<file path="src/rtl/noc_pkg.sv">
// Shared NoC definitions: flit field positions, mesh size, the NI state
// encoding and the helper that assembles an XY-offset flit.
// No ports (package).
package noc_pkg;

    localparam int FLIT_W   = 64;
    localparam int XOFF_MSB = 55;
    localparam int XOFF_LSB = 52;
    localparam int YOFF_MSB = 51;
    localparam int YOFF_LSB = 48;
    localparam int TAG_W    = 32;
    localparam int MESH_DIM = 4;

    typedef enum logic [0:0] {
        S_IDLE = 1'b0,
        S_SEND = 1'b1
    } ni_state_e;

    // Flit layout: [63:56] zero, [55:52] x_off, [51:48] y_off, [47:32] zero, [31:0] tag.
    function automatic logic [FLIT_W-1:0] mk_xy_flit(input logic [3:0]       x_off,
                                                     input logic [3:0]       y_off,
                                                     input logic [TAG_W-1:0] tag);
        logic [FLIT_W-1:0] f;
        f                     = '0;
        f[XOFF_MSB:XOFF_LSB]  = x_off;
        f[YOFF_MSB:YOFF_LSB]  = y_off;
        f[TAG_W-1:0]          = tag;
        return f;
    endfunction

endpackage

</file>
<file path="src/rtl/noc_ni_scheduler_if.sv">
// Bundle of the NI's handshake buses: the requester side (req_*), the
// router injection port (pesi/pedi/peri), the router ejection port
// (peso/pedo/pero) and the local consumer side (ej_*).
// Modports:
//   master - the environment: drives requests, router responses and ej_ready
//   slave  - the network interface itself
interface noc_ni_scheduler_if
    import noc_pkg::*;
#(
    parameter int NREQ = 4
) ();

    logic [NREQ-1:0]       req_valid;
    logic [NREQ-1:0]       req_ready;
    logic [2*NREQ-1:0]     req_dst_row;
    logic [2*NREQ-1:0]     req_dst_col;
    logic [TAG_W*NREQ-1:0] req_tag;

    logic                  pesi;
    logic [FLIT_W-1:0]     pedi;
    logic                  peri;

    logic                  peso;
    logic [FLIT_W-1:0]     pedo;
    logic                  pero;

    logic                  ej_valid;
    logic [TAG_W-1:0]      ej_tag;
    logic                  ej_ready;

    modport master (
        output req_valid, req_dst_row, req_dst_col, req_tag,
        input  req_ready,
        input  pesi, pedi,
        output peri,
        output peso, pedo,
        input  pero,
        input  ej_valid, ej_tag,
        output ej_ready
    );

    modport slave (
        input  req_valid, req_dst_row, req_dst_col, req_tag,
        output req_ready,
        output pesi, pedi,
        input  peri,
        input  peso, pedo,
        output pero,
        output ej_valid, ej_tag,
        input  ej_ready
    );

endinterface

</file>
<file path="src/rtl/noc_ni_scheduler_rr_arbiter.sv">
// Combinational round-robin arbiter: grants the first asserted request at or
// after ptr, searching cyclically.
// Ports:
//   req   in  NREQ   request vector
//   ptr   in  PTR_W  highest-priority index
//   grant out NREQ   one-hot grant, zero when no request
module rr_arbiter #(
    parameter int NREQ  = 4,
    parameter int PTR_W = (NREQ > 1) ? $clog2(NREQ) : 1
) (
    input  logic [NREQ-1:0]  req,
    input  logic [PTR_W-1:0] ptr,
    output logic [NREQ-1:0]  grant
);

    logic [PTR_W-1:0] idx;
    logic             found;

    always_comb begin
        grant = '0;
        found = 1'b0;
        idx   = '0;
        for (int i = 0; i < NREQ; i++) begin
            idx = PTR_W'((int'(ptr) + i) % NREQ);
            if (!found && req[idx]) begin
                grant[idx] = 1'b1;
                found      = 1'b1;
            end
        end
    end

endmodule

</file>
<file path="src/rtl/noc_ni_scheduler.sv">
// Network interface between NREQ local requesters and a router's PE port.
// Round-robin picks a requester, turns its (row, col) destination into an
// XY-offset flit and injects it; a one-entry buffer holds ejected flits for
// the local consumer. Keeps tx/rx counters and sticky error flags.
// Ports:
//   clk, reset      clock, asynchronous active-high reset
//   bus (slave)     req_*, pesi/pedi/peri, peso/pedo/pero, ej_*
//   tx_count        injected flits (wrapping)
//   rx_count        ejected flits (wrapping)
//   stall_err       sticky: pesi waited STALL_LIMIT cycles for peri
//   misroute_err    sticky: an ejected flit carried nonzero offsets
module noc_ni_scheduler
    import noc_pkg::*;
#(
    parameter int NREQ        = 4,
    parameter int MY_ROW      = 0,
    parameter int MY_COL      = 0,
    parameter int STALL_LIMIT = 64
) (
    input  logic                  clk,
    input  logic                  reset,
    noc_ni_scheduler_if.slave     bus,
    output logic [15:0]           tx_count,
    output logic [15:0]           rx_count,
    output logic                  stall_err,
    output logic                  misroute_err
);

    localparam int PTR_W   = (NREQ > 1) ? $clog2(NREQ) : 1;
    localparam int STALL_W = $clog2(STALL_LIMIT + 1);

    ni_state_e        state, state_nxt;
    logic [PTR_W-1:0] rr_ptr;
    logic [NREQ-1:0]  grant;
    logic [PTR_W-1:0] sel_idx;
    logic [1:0]       sel_row, sel_col;
    logic [TAG_W-1:0] sel_tag;
    logic [3:0]       x_off, y_off;
    logic             take, xfer;
    logic [STALL_W-1:0] stall_cnt;
    logic             ej_take, ej_drain;
    logic             unused_pedo_bits;

    rr_arbiter #(.NREQ(NREQ), .PTR_W(PTR_W)) u_arb (
        .req   (bus.req_valid),
        .ptr   (rr_ptr),
        .grant (grant)
    );

    // Route the granted requester's destination and tag.
    always_comb begin
        sel_idx = '0;
        sel_row = '0;
        sel_col = '0;
        sel_tag = '0;
        for (int k = 0; k < NREQ; k++) begin
            if (grant[k]) begin
                sel_idx = PTR_W'(k);
                sel_row = bus.req_dst_row[2*k +: 2];
                sel_col = bus.req_dst_col[2*k +: 2];
                sel_tag = bus.req_tag[TAG_W*k +: TAG_W];
            end
        end
    end

    // Mod-16 offsets; y grows downward so a larger destination row gives a negative y_off.
    assign x_off = {2'b00, sel_col} - 4'(MY_COL);
    assign y_off = 4'(MY_ROW) - {2'b00, sel_row};

    assign take = (state == S_IDLE) && |(bus.req_valid & grant);
    assign xfer = (state == S_SEND) && bus.peri;

    always_ff @(posedge clk or posedge reset) begin
        if (reset) state <= S_IDLE;
        else       state <= state_nxt;
    end

    // req_ready is masked during reset so every handshake output reads zero then.
    always_comb begin
        state_nxt     = state;
        bus.req_ready = '0;
        bus.pesi      = 1'b0;
        case (state)
            S_IDLE: begin
                if (!reset) bus.req_ready = grant;
                if (|(bus.req_valid & grant)) state_nxt = S_SEND;
            end
            S_SEND: begin
                bus.pesi = 1'b1;
                if (bus.peri) state_nxt = S_IDLE;
            end
            default: state_nxt = S_IDLE;
        endcase
    end

    always_ff @(posedge clk or posedge reset) begin
        if (reset) begin
            bus.pedi <= '0;
            rr_ptr   <= '0;
        end else if (take) begin
            bus.pedi <= mk_xy_flit(x_off, y_off, sel_tag);
            rr_ptr   <= (sel_idx == PTR_W'(NREQ - 1)) ? '0 : sel_idx + 1'b1;
        end
    end

    // Stall counter saturates at STALL_LIMIT; the flag is raised on the edge it gets there.
    always_ff @(posedge clk or posedge reset) begin
        if (reset) begin
            tx_count  <= '0;
            stall_cnt <= '0;
            stall_err <= 1'b0;
        end else if (xfer) begin
            tx_count  <= tx_count + 16'd1;
            stall_cnt <= '0;
        end else if (state == S_SEND) begin
            if (stall_cnt != STALL_W'(STALL_LIMIT)) stall_cnt <= stall_cnt + 1'b1;
            if (stall_cnt == STALL_W'(STALL_LIMIT - 1)) stall_err <= 1'b1;
        end
    end

    // One-entry ejection buffer with no bypass: pero only reopens after the drain edge.
    assign bus.pero  = !bus.ej_valid;
    assign ej_take   = bus.peso && !bus.ej_valid;
    assign ej_drain  = bus.ej_valid && bus.ej_ready;
    assign unused_pedo_bits = ^{bus.pedo[63:56], bus.pedo[47:32]};

    always_ff @(posedge clk or posedge reset) begin
        if (reset) begin
            bus.ej_valid <= 1'b0;
            bus.ej_tag   <= '0;
            rx_count     <= '0;
            misroute_err <= 1'b0;
        end else if (ej_take) begin
            bus.ej_valid <= 1'b1;
            bus.ej_tag   <= bus.pedo[TAG_W-1:0];
            rx_count     <= rx_count + 16'd1;
            if (bus.pedo[XOFF_MSB:YOFF_LSB] != 8'h00) misroute_err <= 1'b1;
        end else if (ej_drain) begin
            bus.ej_valid <= 1'b0;
        end
    end

endmodule

</file>
<file path="src/flat_wrapper.sv">
// flat-port wrapper written by rule: the top's interface ports become plain ports
module noc_ni_scheduler_flat import noc_pkg::*;
#(
    parameter int NREQ        = 4,
    parameter int MY_ROW      = 0,
    parameter int MY_COL      = 0,
    parameter int STALL_LIMIT = 64
)
  (clk, reset, tx_count, rx_count, stall_err, misroute_err, bus_req_valid, bus_req_dst_row, bus_req_dst_col, bus_req_tag, bus_req_ready, bus_pesi, bus_pedi, bus_peri, bus_peso, bus_pedo, bus_pero, bus_ej_valid, bus_ej_tag, bus_ej_ready);
  noc_ni_scheduler_if #(.NREQ(NREQ)) bus_i ();
  input  logic clk;
  input  logic reset;
  output logic [15:0] tx_count;
  output logic [15:0] rx_count;
  output logic stall_err;
  output logic misroute_err;
  input wire logic [$bits(bus_i.req_valid)-1:0] bus_req_valid;
  input wire logic [$bits(bus_i.req_dst_row)-1:0] bus_req_dst_row;
  input wire logic [$bits(bus_i.req_dst_col)-1:0] bus_req_dst_col;
  input wire logic [$bits(bus_i.req_tag)-1:0] bus_req_tag;
  output wire logic [$bits(bus_i.req_ready)-1:0] bus_req_ready;
  output wire logic [$bits(bus_i.pesi)-1:0] bus_pesi;
  output wire logic [$bits(bus_i.pedi)-1:0] bus_pedi;
  input wire logic [$bits(bus_i.peri)-1:0] bus_peri;
  input wire logic [$bits(bus_i.peso)-1:0] bus_peso;
  input wire logic [$bits(bus_i.pedo)-1:0] bus_pedo;
  output wire logic [$bits(bus_i.pero)-1:0] bus_pero;
  output wire logic [$bits(bus_i.ej_valid)-1:0] bus_ej_valid;
  output wire logic [$bits(bus_i.ej_tag)-1:0] bus_ej_tag;
  input wire logic [$bits(bus_i.ej_ready)-1:0] bus_ej_ready;
  assign bus_i.req_valid = bus_req_valid;
  assign bus_i.req_dst_row = bus_req_dst_row;
  assign bus_i.req_dst_col = bus_req_dst_col;
  assign bus_i.req_tag = bus_req_tag;
  assign bus_req_ready = bus_i.req_ready;
  assign bus_pesi = bus_i.pesi;
  assign bus_pedi = bus_i.pedi;
  assign bus_i.peri = bus_peri;
  assign bus_i.peso = bus_peso;
  assign bus_i.pedo = bus_pedo;
  assign bus_pero = bus_i.pero;
  assign bus_ej_valid = bus_i.ej_valid;
  assign bus_ej_tag = bus_i.ej_tag;
  assign bus_i.ej_ready = bus_ej_ready;
  noc_ni_scheduler #(.NREQ(NREQ), .MY_ROW(MY_ROW), .MY_COL(MY_COL), .STALL_LIMIT(STALL_LIMIT)) u_core (.clk(clk), .reset(reset), .bus(bus_i), .tx_count(tx_count), .rx_count(rx_count), .stall_err(stall_err), .misroute_err(misroute_err));
endmodule
</file>
<file path="config.mk">
export PLATFORM = sky130hd
export DESIGN_NAME = noc_ni_scheduler_flat
export DESIGN_NICKNAME = d
export VERILOG_FILES = /design/src/rtl/noc_pkg.sv /design/src/rtl/noc_ni_scheduler_if.sv /design/src/rtl/noc_ni_scheduler_rr_arbiter.sv /design/src/rtl/noc_ni_scheduler.sv /design/src/flat_wrapper.sv
export SDC_FILE = /design/constraint.sdc
export NUM_CORES = 1
export LEC_CHECK = 0
export CAP_MARGIN = 40
export CORE_AREA = 2 2 138 140
export DETAILED_ROUTE_END_ITERATION = 8
export DIE_AREA = 0 0 140 142
export DONT_BUFFER_PORTS = 1
export SLEW_MARGIN = 0
export SYNTH_ARGS = -nofsm -noshare
export SYNTH_HDL_FRONTEND = slang
export SYNTH_SLANG_ARGS = --single-unit
</file>
<file path="constraint.sdc">
create_clock -name clk -period 12.7 [get_ports clk]
set_input_delay 2.54 -clock clk [delete_from_list [all_inputs] [get_ports clk]]
set_output_delay 2.54 -clock clk [all_outputs]
set_load 0.005 [all_outputs]
</file>
==> impl_metrics.tcl <==
set metrics [dict create \
    status "finished with violations" \
    violations "design-rule violations" \
    power_density_nw_per_um2 276 \
    yosysSeqAreaShare_pct 47.3 \
    synth_ff_type "dfrtp_1" \
    rrSetupSlack_ns 8.70 \
    yosysUniqueCellTypes 49 \
    postSynth.asyncResetShare_pct 100 \
    holdBufCountCts 0 \
    synth.most_common_cell "dfrtp_1" \
    leakage_nw 3.05 \
    hp-class "register to register" \
    fin_nets 815 \
    grt_usage_pct 17.9 \
    ioPinCount 354 \
    endpoint_kind "primary output" \
    core_um2 18500 \
    critPathArrivalTime_ns 4.29 \
    place_hpwl_um 14000 \
    cts_tree "built" \
    slew-limit-headroom_pct 50.6 \
    wl_per_cell_um 21.8 \
    final_hold_viol_count 0 \
    routed_wl_um 18200 \
    hold_end "u_core.misroute_err$_DFFE_PP0P_" \
    setup_slack_ns 5.87 \
    clock-sinks 114 \
    dieArea_um2 19900 \
    syn_area_per_cell_um2 10.1 \
    yosysTopAreaCellShare_pct 47.3 \
    clock_skew_ns 0.0100 \
    dp_slack_ns 5.90 \
    worstMarginPinSlew_ns 0.732 \
    r2r_start "u_core.rr_ptr[0]$_DFFE_PP0P_" \
    drive_gt1_share_pct 15.1 \
    max-cap-violations 0 \
    setup_viol 0 \
    maxSlewViolCount 0 \
    rsz0062_at_grt "no" \
    rr_worst_depth 11 \
    grt_start_max_net_pins 66 \
    first_pass_iters 9 \
    die_width_um 140 \
    peakVddDrop_uv 258 \
    instances_no_fill 837 \
    clock_latency_ns 0.41 \
    synth_area_um2 6030 \
    viasPerCell 5.46 \
    synth_common_cells "114 x dfrtp_1, 61 x nand2_1, 42 x nor2_1" \
    fmax_ghz 0.146 \
    rows 50 \
    path_class "primary input to primary output" \
    placedCellCount 803 \
    grt_pass1_wl_um 26900 \
    yosys-top-cells-area "dfrtp_1 47%, mux2_2 6.3%, a221oi_1 4.8%, o31ai_1 4.5%, buf_4 4.1%" \
    fin_tns_setup_ns 0 \
    cts_made_buffers 17 \
    required_ns 10.16 \
    drt_iter0_drc 296 \
    drt_drc_violations_left 23 \
    grt_pass1_vias 4650 \
    ctsRootBufferMaster "clkbuf_16" \
    cts_buffer_depth 2 \
    finalCriticalPeriod_ns 6.83 \
    post_cts_buffers 0 \
    dieHeight_um 142 \
    area_growth_pct 13.6 \
    io_buffers 0 \
    period_share_pct 53.7 \
    r2r_end "u_core.bus.pedi[49]$_DFFE_PP0P_" \
    antenna_found_initial 2 \
    crit_path_start_kind "primary input" \
    min_from "u_core.misroute_err$_DFFE_PP0P_" \
    synth_seq_cells 114 \
    overflow 0 \
    synth_top_cell_by_area "dfrtp_1" \
    synth_cells 596 \
    h-tree-depth 4 \
    path_clk_slew_ns 0.05 \
    yosysWarnings 0 \
    hold_path_depth 1 \
    gp_congestion 0.996 \
    cp_max_fo 10 \
    cts_resized 0 \
    ant_nets 0 \
    vias 4568 \
    synth_edf_count 0 \
    start_util_pct 32.7 \
]
==> cell usage in the layout (no fill, tap or decap), types with 4 or more instances in the layout <==
cell	count
buf_4	5
xnor2_1	26
dfrtp_1	114
xor2_1	6
o31ai_1	36
clkinv_4	5
a221oi_1	33
nand3_1	14
nand2_1	61
inv_1	36
mux2_2	34
nor3_1	4
nand4_1	9
ha_1	10
a21oi_1	4
and3_1	9
bufinv_16	4
a21o_1	9
o21ai_0	37
mux4_2	4
and2_1	5
nor2_1	42
clkbuf_16	17
conb_1	26
==> flip-flops by register name, summed over array words and instances (netlist names) <==
register / cells
u_core.bus.pedi: 37
u_core.bus.ej_tag: 32
u_core.rx_count: 16
u_core.tx_count: 16
u_core.stall_cnt: 7
u_core.rr_ptr: 2
u_core.bus.ej_valid: 1
u_core.misroute_err: 1
u_core.stall_err: 1
u_core.state: 1
==> worst max-delay path by stage <==
| stage | from | endpoint | slack (ns) |
|---|---|---|---|
| floorplan | reset | bus_req_ready[0] | 4.83 |
| global placement | bus_req_valid[3] | bus_req_ready[3] | 5.98 |
| detailed placement | bus_req_valid[3] | bus_req_ready[3] | 5.90 |
| CTS | bus_req_valid[3] | bus_req_ready[3] | 5.90 |
| global route | bus_req_valid[3] | bus_req_ready[3] | 5.71 |
| finish | bus_req_valid[3] | bus_req_ready[3] | 5.87 |
==> layer usage <==
layer,vias to the layer above,part of all wire (%),GRT usage [%]
li1,2056,-,-
met1,2216,37,20.1
met2,266,50,30.5
met3,30,9.9,7.07
met4,0,2.9,7.44
met5,-,0,0
==> worst max-delay path: stages <==
cell	delay (ns)
mux4_2	0.55
nor3b_1	0.50
a2bb2oi_1	0.18
and2_2	0.24
nor3_1	0.27
==> through the flow <==
step | power (mW) | area (µm²) | utilization [%] | hold slack [ns]
after floorplan | 1.18 | 6120 | - | 0.451
after global placement | 1.32 | 6100 | 33.1 | 0.470
after detailed placement | 1.38 | 6190 | 33.6 | 0.485
after CTS | 1.92 | 6850 | 37.1 | 0.498
after global routing | 2.04 | 6850 | 37.1 | 0.521
final | 1.89 | 6850 | 37.1 | 0.490
==> where the power goes <==
group	total [mW]	switching [mW]	internal [mW]
Clock	0.524	0.181	0.343
Sequential	0.596	0.121	0.475
Combinational	0.773	0.470	0.303
Total	1.89	0.772	1.12
==> area by class of cell <==
type	count	area (µm²)
flip-flops and latches	114	2850
inverters	37	141
diodes	2	5.00
repair buffers	9	131
clock inverters	13	200
fillers	1801	11600
multi-input cells	409	2780
well taps	234	293
clock buffers	19	453
==> cell families after synthesis <==
logic type                 synth area share, %
and+or+nand+nor                           13.4
AOI/OAI and AO/OA                         16.1
DFF                                       47.3
buffers and inverters                     8.44
muxes                                     8.03
xor gates and xnor gates                  4.65
adders and majority gates                 2.07
other                                   0.0622
(Power assumes the default switching activity.)
